$ cat src/rtl/mgmt_mbx_pkg.sv
// Shared definitions for the management mailbox: register offsets,
// STATUS/CTRL bit positions, bus-handshake state type and a helper
// that assembles the STATUS word.
package mgmt_mbx_pkg;

    // Register offsets, selected by byte address bits [3:2]
    localparam logic [1:0] REG_DATA   = 2'd0;
    localparam logic [1:0] REG_STATUS = 2'd1;
    localparam logic [1:0] REG_CTRL   = 2'd2;
    localparam logic [1:0] REG_RSVD   = 2'd3;

    // STATUS bit positions
    localparam int ST_M2C_FULL    = 0;
    localparam int ST_M2C_EMPTY   = 1;
    localparam int ST_C2M_FULL    = 2;
    localparam int ST_C2M_EMPTY   = 3;
    localparam int ST_M2C_OVF     = 4;
    localparam int ST_C2M_UNF     = 5;
    localparam int ST_M2C_CNT_LSB = 8;
    localparam int ST_C2M_CNT_LSB = 16;

    // CTRL bit positions
    localparam int CTRL_IRQ_EN     = 0;
    localparam int CTRL_FLUSH_M2C  = 1;
    localparam int CTRL_FLUSH_C2M  = 2;
    localparam int CTRL_CLR_STICKY = 3;

    typedef enum logic {
        ST_IDLE = 1'b0,
        ST_ACK  = 1'b1
    } bus_state_e;

    function automatic logic [31:0] pack_status(
        input logic       m2c_full,
        input logic       m2c_empty,
        input logic       c2m_full,
        input logic       c2m_empty,
        input logic       m2c_ovf,
        input logic       c2m_unf,
        input logic [3:0] m2c_cnt,
        input logic [3:0] c2m_cnt
    );
        logic [31:0] s;
        s = '0;
        s[ST_M2C_FULL]  = m2c_full;
        s[ST_M2C_EMPTY] = m2c_empty;
        s[ST_C2M_FULL]  = c2m_full;
        s[ST_C2M_EMPTY] = c2m_empty;
        s[ST_M2C_OVF]   = m2c_ovf;
        s[ST_C2M_UNF]   = c2m_unf;
        s[ST_M2C_CNT_LSB +: 4] = m2c_cnt;
        s[ST_C2M_CNT_LSB +: 4] = c2m_cnt;
        return s;
    endfunction

endpackage

$ cat src/rtl/mgmt_mbx_fifo.sv
// Synchronous word FIFO used for both mailbox directions.
// Ports:
//   clk_i, rst_i (async, active-high), flush_i (sync empty)
//   push_i/din_i   : write when not full (full sampled at start of cycle)
//   pop_i/dout_o   : advance head when not empty; dout_o is the current head
//   full_o, empty_o, count_o : occupancy
// Pointers carry one extra wrap bit so full and empty are distinguishable.
module mbx_fifo #(
    parameter int DEPTH  = 4,
    parameter int DATA_W = 32,
    localparam int AW    = $clog2(DEPTH)
) (
    input  logic              clk_i,
    input  logic              rst_i,
    input  logic              flush_i,
    input  logic              push_i,
    input  logic              pop_i,
    input  logic [DATA_W-1:0] din_i,
    output logic [DATA_W-1:0] dout_o,
    output logic              full_o,
    output logic              empty_o,
    output logic [AW:0]       count_o
);
    logic [AW:0]       wptr_q, rptr_q;
    logic [DATA_W-1:0] mem_q [DEPTH];
    logic              do_push, do_pop;

    assign full_o  = (wptr_q[AW] != rptr_q[AW]) && (wptr_q[AW-1:0] == rptr_q[AW-1:0]);
    assign empty_o = (wptr_q == rptr_q);
    assign count_o = wptr_q - rptr_q;
    assign dout_o  = mem_q[rptr_q[AW-1:0]];

    // A flush wins over any same-cycle push or pop.
    assign do_push = push_i & ~full_o  & ~flush_i;
    assign do_pop  = pop_i  & ~empty_o & ~flush_i;

    always_ff @(posedge clk_i or posedge rst_i) begin
        if (rst_i) begin
            wptr_q <= '0;
            rptr_q <= '0;
        end else if (flush_i) begin
            wptr_q <= '0;
            rptr_q <= '0;
        end else begin
            if (do_push) wptr_q <= wptr_q + (AW+1)'(1);
            if (do_pop)  rptr_q <= rptr_q + (AW+1)'(1);
        end
    end

    // Storage carries no reset; validity is tracked by the pointers.
    always_ff @(posedge clk_i) begin
        if (do_push) mem_q[wptr_q[AW-1:0]] <= din_i;
    end

endmodule

$ cat src/rtl/mgmt_mbx.sv
// Wishbone-slave mailbox between the management SoC and the user core.
// Ports:
//   wb_clk_i, wb_rst_i (async, active-high)
//   wbs_*             : Wishbone classic slave, 16-byte window at BASE_ADDR
//   m2c_data/valid/ready : mgmt->core stream (core pops on valid & ready)
//   c2m_data/valid/ready : core->mgmt stream (core pushes on valid & ready)
//   mbx_irq           : level interrupt, registered irq_en & c2m not empty
// Every bus transaction takes two cycles: request accepted in IDLE, ack
// registered together with all side effects, then one ACK cycle back to IDLE.
module mgmt_mbx
    import mgmt_mbx_pkg::*;
#(
    parameter logic [31:0] BASE_ADDR = 32'h3000_0000,
    parameter int          DEPTH     = 4
) (
    input  logic        wb_clk_i,
    input  logic        wb_rst_i,
    input  logic        wbs_stb_i,
    input  logic        wbs_cyc_i,
    input  logic        wbs_we_i,
    input  logic [3:0]  wbs_sel_i,
    input  logic [31:0] wbs_adr_i,
    input  logic [31:0] wbs_dat_i,
    output logic        wbs_ack_o,
    output logic [31:0] wbs_dat_o,
    output logic [31:0] m2c_data,
    output logic        m2c_valid,
    input  logic        m2c_ready,
    input  logic [31:0] c2m_data,
    input  logic        c2m_valid,
    output logic        c2m_ready,
    output logic        mbx_irq
);
    localparam int CW = $clog2(DEPTH) + 1;

    bus_state_e  state_q;
    logic        ack_q, irq_en_q, m2c_ovf_q, c2m_unf_q, irq_q;
    logic [31:0] dat_q, rdata_d;

    logic        in_win, req;
    logic [1:0]  reg_sel;
    logic        wr_data, rd_data, wr_ctrl;
    logic        flush_m2c, flush_c2m, clr_sticky;

    logic          m2c_full, m2c_empty, c2m_full, c2m_empty;
    logic [CW-1:0] m2c_cnt, c2m_cnt;
    logic [31:0]   c2m_dout;
    logic          m2c_pop, c2m_push;
    logic          unused_bits;

    assign unused_bits = ^{wbs_sel_i[3:1], wbs_adr_i[1:0]};

    // Address decode; out-of-window accesses still complete the handshake.
    assign in_win  = (wbs_adr_i[31:4] == BASE_ADDR[31:4]);
    assign reg_sel = wbs_adr_i[3:2];
    assign req     = wbs_stb_i & wbs_cyc_i & (state_q == ST_IDLE);

    assign wr_data = req & in_win &  wbs_we_i & (reg_sel == REG_DATA);
    assign rd_data = req & in_win & ~wbs_we_i & (reg_sel == REG_DATA);
    assign wr_ctrl = req & in_win &  wbs_we_i & (reg_sel == REG_CTRL) & wbs_sel_i[0];

    assign flush_m2c  = wr_ctrl & wbs_dat_i[CTRL_FLUSH_M2C];
    assign flush_c2m  = wr_ctrl & wbs_dat_i[CTRL_FLUSH_C2M];
    assign clr_sticky = wr_ctrl & wbs_dat_i[CTRL_CLR_STICKY];

    assign m2c_pop  = m2c_ready & ~m2c_empty;
    assign c2m_push = c2m_valid & ~c2m_full;

    mbx_fifo #(.DEPTH(DEPTH), .DATA_W(32)) u_m2c (
        .clk_i   (wb_clk_i),
        .rst_i   (wb_rst_i),
        .flush_i (flush_m2c),
        .push_i  (wr_data),
        .pop_i   (m2c_pop),
        .din_i   (wbs_dat_i),
        .dout_o  (m2c_data),
        .full_o  (m2c_full),
        .empty_o (m2c_empty),
        .count_o (m2c_cnt)
    );

    mbx_fifo #(.DEPTH(DEPTH), .DATA_W(32)) u_c2m (
        .clk_i   (wb_clk_i),
        .rst_i   (wb_rst_i),
        .flush_i (flush_c2m),
        .push_i  (c2m_push),
        .pop_i   (rd_data),
        .din_i   (c2m_data),
        .dout_o  (c2m_dout),
        .full_o  (c2m_full),
        .empty_o (c2m_empty),
        .count_o (c2m_cnt)
    );

    assign m2c_valid = ~m2c_empty;
    assign c2m_ready = ~c2m_full;

    // Read data as seen at the start of the accepting cycle.
    always_comb begin
        rdata_d = '0;
        if (in_win) begin
            case (reg_sel)
                REG_DATA:   rdata_d = c2m_empty ? '0 : c2m_dout;
                REG_STATUS: rdata_d = pack_status(m2c_full, m2c_empty, c2m_full, c2m_empty,
                                                  m2c_ovf_q, c2m_unf_q,
                                                  4'(m2c_cnt), 4'(c2m_cnt));
                REG_CTRL:   rdata_d = 32'(irq_en_q);
                default:    rdata_d = '0;
            endcase
        end
    end

    always_ff @(posedge wb_clk_i or posedge wb_rst_i) begin
        if (wb_rst_i) begin
            state_q   <= ST_IDLE;
            ack_q     <= 1'b0;
            dat_q     <= '0;
            irq_en_q  <= 1'b0;
            m2c_ovf_q <= 1'b0;
            c2m_unf_q <= 1'b0;
            irq_q     <= 1'b0;
        end else begin
            irq_q <= irq_en_q & ~c2m_empty;

            case (state_q)
                ST_IDLE: begin
                    if (req) begin
                        state_q <= ST_ACK;
                        ack_q   <= 1'b1;
                        dat_q   <= wbs_we_i ? '0 : rdata_d;
                    end
                end
                ST_ACK: begin
                    state_q <= ST_IDLE;
                    ack_q   <= 1'b0;
                    dat_q   <= '0;
                end
            endcase

            // Overflow uses start-of-cycle full, so a same-cycle core pop
            // never rescues a write to a full FIFO.
            if (wr_data & m2c_full)       m2c_ovf_q <= 1'b1;
            else if (clr_sticky)          m2c_ovf_q <= 1'b0;

            if (rd_data & c2m_empty)      c2m_unf_q <= 1'b1;
            else if (clr_sticky)          c2m_unf_q <= 1'b0;

            if (wr_ctrl) irq_en_q <= wbs_dat_i[CTRL_IRQ_EN];
        end
    end

    assign wbs_ack_o = ack_q;
    assign wbs_dat_o = dat_q;
    assign mbx_irq   = irq_q;

endmodule

$ cat config.mk
export PLATFORM = sky130hd
export DESIGN_NAME = mgmt_mbx
export DESIGN_NICKNAME = d
export VERILOG_FILES = /design/src/rtl/mgmt_mbx_pkg.sv /design/src/rtl/mgmt_mbx_fifo.sv /design/src/rtl/mgmt_mbx.sv
export SDC_FILE = /design/constraint.sdc
export NUM_CORES = 1
export LEC_CHECK = 0
export ABC_AREA = 0
export CAP_MARGIN = 20
export CORE_AREA = 2 2 167 169
export DETAILED_ROUTE_END_ITERATION = 6
export DIE_AREA = 0 0 169 171
export MAX_ROUTING_LAYER = met4
export PLACE_DENSITY = 0.67
export SLEW_MARGIN = 20
export SYNTH_ARGS = -nofsm -noshare
export SYNTH_HDL_FRONTEND = slang
export SYNTH_HIERARCHICAL = 1
export SYNTH_SLANG_ARGS = --single-unit
$ cat constraint.sdc
create_clock -name wb_clk_i -period 3.6 [get_ports wb_clk_i]
set_clock_uncertainty 0.15 [all_clocks]
set_input_delay 0.72 -clock wb_clk_i [delete_from_list [all_inputs] [get_ports wb_clk_i]]
set_output_delay 0.72 -clock wb_clk_i [all_outputs]
set_load 0.01 [all_outputs]
==> results of run 1 <==
-- layout by cell type, fill, tap and decap left out, types with 7 or more instances in the layout --
master | netlist | layout
edfxtp_1 | 256 | 256
clkdlybuf4s50_1 | 0 | 168
mux4_2 | 64 | 64
dfrtp_1 | 50 | 48
clkbuf_16 | 0 | 31
a22o_1 | 20 | 20
inv_1 | 21 | 20
buf_4 | 6 | 14
ha_1 | 14 | 13
nor2_1 | 11 | 11
nand2_1 | 12 | 11
a31oi_1 | 11 | 11
nand3_1 | 10 | 10
and2_1 | 10 | 10
and3_2 | 2 | 10
a221o_1 | 9 | 9
clkbuf_1 | 13 | 8
nor2b_1 | 7 | 7
-- final timing paths --
check / from / to / slack [ns] / cells past startpoint
setup / recovery: u_m2c/rptr_q[0]$_DFFE_PP0P_ / m2c_data[18] / 0.20 / 3
hold / removal: state_q$_DFF_PP0_ / wbs_ack_o$_DFFE_PP0P_ / 0.34 / 1
setup reg to reg: u_c2m/wptr_q[0]$_DFFE_PP0P_ / u_c2m/mem_q[2][6]$_DFFE_PP_ / 0.34 / 8
hold reg to reg: state_q$_DFF_PP0_ / wbs_ack_o$_DFFE_PP0P_ / 0.34 / 1
max in group asynchronous: wb_rst_i / wbs_dat_o[30]$_DFFE_PP0P_ / 2.08 / 2
min in group asynchronous: wb_rst_i / u_c2m/wptr_q[1]$_DFFE_PP0P_ / 0.38 / 2
-- flip-flops by register name, indices dropped and copies added, names as in the netlist --
register,cells
wbs_dat_o,32
irq_en_q,1
u_c2m/mem_q,128
c2m_unf_q,1
state_q,1
u_c2m/wptr_q,3
u_c2m/rptr_q,3
m2c_ovf_q,1
u_m2c/rptr_q,3
u_m2c/mem_q,128
mbx_irq,1
wbs_ack_o,1
u_m2c/wptr_q,3
-- metal layers --
metal / vias up / track usage / part of all wire
met2: 230 / 0.313 / 0.51
li1: 2866 / - / -
met4: 0 / 0.0457 / 0.025
met5: - / - / 0
met3: 44 / 0.0384 / 0.070
met1: 3332 / 0.223 / 0.40
-- metrics by stage --
| step | power (mW) | setup slack (ns) | utilization |
|---|---|---|---|
| 2_1_floorplan | 5.55 | 0.386 | - |
| 3_3_place_gp | 6.35 | 0.190 | 0.520 |
| 3_5_place_dp | 6.44 | 0.140 | 0.520 |
| 4_1_cts | 9.80 | 0.0307 | 0.560 |
| 5_1_grt | 10.1 | 0.0863 | 0.560 |
| 6_report | 9.70 | 0.198 | 0.560 |
-- repair_timing --
item | in CTS | in global routing
resized for setup | 3 | 1
pin swaps | 0 | 0
endpoints found under the setup margin | 4 | 1
-- layout make-up --
cell class	count	area (sq um)
Clock buffer	43	861
Multi-Input combinational cell	251	2880
Clock inverter	15	214
Fill cell	2061	12000
Tap cell	346	433
Sequential cell	306	8940
Inverter	21	78.8
Timing Repair Buffer	188	1900
-- power by group --
group	internal [mW]	switching (mW)
clock network	2.03	1.31
registers	4.22	0.160
logic	1.01	0.972
-- logic make-up after synthesis --
| logic type | count (synthesis) |
|---|---|
| buf+inv | 50 |
| xor+xnor | 4 |
| compound gates | 58 |
| simple gates | 106 |
| fa+ha+maj | 16 |
| mux | 67 |
| flops | 306 |
==> flow_summary.json, run 1 <==
{
  "hpwl_mm": 15.6,
  "cp_num_buf_inv": 2,
  "cts-htree-levels": 1,
  "clk_pin_slew_worst_paths_ns": 0.06,
  "die_area_sq_mm": 0.0289,
  "cts_buffer_depth": 3,
  "fmax_mhz": 294,
  "gr-total-overflow": 0,
  "fin_area_sq_mm": 0.0153,
  "cts_root_buf": "clkbuf_16",
  "grtUsageTotal": 0.182,
  "period_minus_slack_ns": 3.40,
  "p_per_area_mw_per_mm2": 634,
  "cp_slowest_cell": "dfrtp_4",
  "synth_edf_count": 256,
  "yosysSeqAreaShare": 0.743,
  "core-area_sq_mm": 0.0273,
  "yosysTopAreaCellShare": 0.639,
  "dpl_cell_area_sq_mm": 0.0142,
  "cap_violations": 0,
  "cts_setup_buffers": 0,
  "crit_path_max_incr_delay_ns": 0.68,
  "cpLargestDelayFamily": "buffers and inverters",
  "synth-simple-area-share": 0.0540,
  "setup_viol": 0,
  "synth_commonest_cells": "edfxtp_1, mux4_2, dfrtp_1",
  "grt_pass1_vias": 7029,
  "hold_viol_final": 0,
  "place_inst": 1112,
  "drt-initial-drc-count": 591,
  "whs_ns": 0.340,
  "yosysTopAreaCell": "edfxtp_1",
  "antenna_left": 0,
  "syn_area_per_cell_sq_um": 19.8,
  "die_y_microns": 171,
  "worstSetupPathType": "reg2out",
  "vias": 6472,
  "cts_hold_buffers": 0,
  "port_buffers": 169,
  "synthTopCellsByArea": "edfxtp_1, mux4_2, dfrtp_1, a22o_1, ha_1",
  "crit_fanout": 19,
  "crit_path_cell_trace": "buf_12 -> mux4_2 -> clkdlybuf4s50_1",
  "post-route-period-util": 0.945,
  "synth.yosys.warnings": 6,
  "syn_nets": 730,
  "fin_tns_setup_ns": 0,
  "die_w_microns": 169,
  "relSlewSlack": 0.372,
  "cts_tree": "yes",
  "drive_gt1_frac": 0.191,
  "synthArstFlopShare": 0.163,
  "instances_no_fill": 1170,
  "start_kind": "register",
  "ios": 175,
  "place.gp.congestion": 0.852,
  "syn-instance-count": 607,
  "vias_per_cell": 5.53,
  "ys_ff_latch": 306,
  "numCtsBuffers": 31,
  "wl_mm": 25.1,
  "num_rows": 61,
  "wl_per_cell_microns": 21.5,
  "worstMarginPinSlew_ns": 0.941,
  "worstSetupEndpointType": "output pin",
  "ys.flop_type": "edfxtp_1",
  "synth-xor-area-share": 0.00416,
  "synth.most_common_cell": "edfxtp_1",
  "antenna_found_initial": 0,
  "crit_arrival_ns": 2.53,
  "syn_area_sq_mm": 0.0120,
  "rsz0062_at_grt": "no",
  "status": "complete, no violations",
  "yosysUniqueCellTypes": 48,
  "muxShareOfSynthArea": 0.123,
  "dr.pass1.iters": 5,
  "grt_max_degree": 39,
  "synth_top_family_by_area": "multiplexers",
  "diodes": 0,
  "nets": 922,
  "worstPathRequired_ns": 2.73,
  "irDropWorstVdd_mv": 0.396,
  "power_leakage_nw": 5.31,
  "synth-compound-area-share": 0.0383,
  "start_util": 0.440,
  "area_growth_syn_to_layout_pct": 27.3,
  "clkSinkCount": 306,
  "clk_latency_ns": 0.56,
  "drc": 0,
  "grt_pass1_wl_mm": 39.1,
  "synth_fa_ha_area_frac": 0.0179,
  "finalMaxSlewViolations": 0,
  "hp-class": "reg2reg"
}
(Power assumes the default switching activity.)
==> run 2, diff against run 1 <==
Settings changed: SYNTH_HIERARCHICAL 1 to not set.
==> run 2 against run 1 <==
Compared with the run above: largest cell class unchanged; total power fell by 2.6%; clock power fell by 5%; fmax rose by 5.4%; critical endpoint is now m2c_data[3]; worst hold slack got worse by 0.0014 ns; critical path type unchanged.
==> flow_summary.json, run 2 <==
{
  "crit_fanout": 32,
  "period_minus_slack_ns": 3.23,
  "crit_path_max_incr_delay_ns": 0.56,
  "fmax_mhz": 310,
  "synth-xor-area-share": 0.00731,
  "hp-class": "reg2reg",
  "vias_per_cell": 5.39,
  "diodes": 0,
  "fillers": 2094,
  "mostFrequentLayoutCells": "edfxtp_1, clkdlybuf4s50_1, mux4_2, dfrtp_1, nand2_1",
  "antenna_found_initial": 0,
  "synth-compound-area-share": 0.0375,
  "yosysTopAreaCell": "edfxtp_1",
  "num_rows": 61,
  "setup_viol": 0,
  "cp_slowest_cell": "mux4_2",
  "antenna_left": 0,
  "clkSinkCount": 306,
  "grt_use_met2": 0.300,
  "synth.yosys.warnings": 0,
  "syn_nets": 750,
  "p_clk_frac": 0.336,
  "crit_arrival_ns": 2.36,
  "grt_pass1_vias": 7059,
  "cts_tree": "yes",
  "gr-total-overflow": 0,
  "synth_edf_count": 256,
  "rr_startpoint": "u_c2m.wptr_q[0]$_DFFE_PP0P_",
  "grt_max_degree": 37,
  "clk_latency_ns": 0.55,
  "p_per_area_mw_per_mm2": 617,
  "synthArstFlopShare": 0.163,
  "yosysUniqueCellTypes": 55,
  "wl_mm": 25.0,
  "rsz0062_at_grt": "no",
  "ys.flop_type": "edfxtp_1",
  "clk_pin_slew_worst_paths_ns": 0.06,
  "power_leakage_nw": 5.31,
  "drive_gt1_frac": 0.187,
  "start_kind": "register",
  "area_growth_syn_to_layout_pct": 27.6,
  "layout_commonest_cell": "edfxtp_1",
  "pwr-share-seq": 0.455,
  "ctsResizeCount": 0,
  "place.gp.congestion": 0.789,
  "drc": 0,
  "syn-instance-count": 627,
  "die_w_microns": 169,
  "syn_area_sq_mm": 0.0120,
  "cts_root_buf": "clkbuf_16",
  "total_power_mw": 9.44,
  "synth_fa_ha_area_frac": 0.0180,
  "numCtsBuffers": 30,
  "relSlewSlack": 0.531,
  "crit_path_cell_trace": "buf_12 -> mux4_2 -> clkdlybuf4s50_1",
  "vias": 6426,
  "hold_viol_final": 0,
  "status": "complete, no violations",
  "die_area_sq_mm": 0.0289,
  "whs_ns": 0.339,
  "dr.pass1.iters": 5,
  "cts_buffer_depth": 3,
  "synth_commonest_cells": "edfxtp_1, mux4_2, dfrtp_1",
  "hpwl_mm": 15.9,
  "cts-htree-levels": 1,
  "grtUsageTotal": 0.178,
  "port_buffers": 169,
  "ios": 175,
  "nets": 946,
  "start_util": 0.439,
  "combPwrFrac": 0.209,
  "grt-busiest-layer": "met2",
  "synth-simple-area-share": 0.0463,
  "cap_violations": 0,
  "synth_top_family_by_area": "multiplexers",
  "use_met1": 0.218,
  "synthTopCellsByArea": "edfxtp_1, mux4_2, dfrtp_1, ha_1, o21ai_1",
  "worstSetupPathType": "reg2out",
  "fin_tns_setup_ns": 0,
  "worstMarginPinSlew_ns": 0.703,
  "drt-initial-drc-count": 502,
  "cts_hold_buffers": 0,
  "regArea_sq_mm": 0.00894,
  "grt_use_met3": 0.0400,
  "cts_setup_buffers": 0,
  "grt_pass1_wl_mm": 38.3,
  "core-area_sq_mm": 0.0273,
  "syn_area_per_cell_sq_um": 19.1,
  "ys_ff_latch": 306,
  "yosysTopAreaCellShare": 0.641,
  "irDropWorstVdd_mv": 0.365,
  "swShare": 0.245,
  "post-route-period-util": 0.897,
  "p_switching_mw": 2.31,
  "muxShareOfSynthArea": 0.124,
  "worstSetupEndpointType": "output pin",
  "yosysSeqAreaShare": 0.746,
  "hold_start": "wbs_dat_o[14]$_DFFE_PP0P_",
  "die_y_microns": 171,
  "critPathLaunch": "u_m2c.rptr_q[0]$_DFFE_PP0P_",
  "wl_per_cell_microns": 20.9,
  "synth.most_common_cell": "edfxtp_1",
  "p_int_mw": 7.13,
  "multiInputGateArea_sq_mm": 0.00282,
  "worstPathRequired_ns": 2.73,
  "finalMaxSlewViolations": 0
}
## run 2: final cells by class
cell class | instances | share of cell area
Clock buffer | 43 | 0.0556
Clock inverter | 12 | 0.0110
Inverter | 31 | 0.00761
Multi-Input combinational cell | 261 | 0.185
Sequential cell | 306 | 0.584
Tap cell | 346 | 0.0283
Timing Repair Buffer | 193 | 0.129
## run 2: cells by family after synthesis
logic type / count (synthesis)
compound gates: 71
mux: 68
buf+inv: 60
xor+xnor: 10
simple gates: 96
fa+ha+maj: 16
flops: 306
## run 2: worst paths after layout
check / end / slack [ns] / cells after the start
max: m2c_data[3] / 0.37 / 3
min: wbs_dat_o[14]$_DFFE_PP0P_ / 0.34 / 2
max reg2reg: u_c2m.mem_q[0][6]$_DFFE_PP_ / 0.90 / 6
min reg2reg: wbs_dat_o[14]$_DFFE_PP0P_ / 0.34 / 2
max in group asynchronous: wbs_dat_o[31]$_DFFE_PP0P_ / 2.08 / 3
min in group asynchronous: wbs_ack_o$_DFFE_PP0P_ / 0.41 / 2
## run 2: metal layers
layer | part of all wire | up-vias
li1 | - | 2883
met1 | 0.41 | 3307
met2 | 0.50 | 199
met3 | 0.065 | 37
met4 | 0.021 | 0
met5 | 0 | -
## run 2: power groups by stage
stage                     clock (mW)  combinational (mW)  sequential, mW
after floorplan                    0                1.10            4.35
after global placement             0                1.94            4.35
after detailed placement           0                1.98            4.38
after CTS                       3.25                1.99            4.30
after global routing            3.37                2.12            4.32
final                           3.17                1.97            4.30
## run 2: critical path, delay by kind of cell (launching register included)
| family | cells | cell delay (ns) |
|---|---|---|
| buffers and inverters | 2 | 0.82 |
| flip-flops | 1 | 0.43 |
| multiplexers | 1 | 0.56 |
## run 2: metrics by stage
stage / util / cell area, sq um / instances / worst slack (ns)
after global placement: 0.522 / 14300 / 1136 / 0.312
after global routing: 0.560 / 15300 / 1192 / 0.262
final: 0.560 / 15300 / 1192 / 0.372
after CTS: 0.559 / 15300 / 1191 / 0.312
after detailed placement: 0.522 / 14300 / 1136 / 0.256
after floorplan: - / 12000 / 627 / -1.07
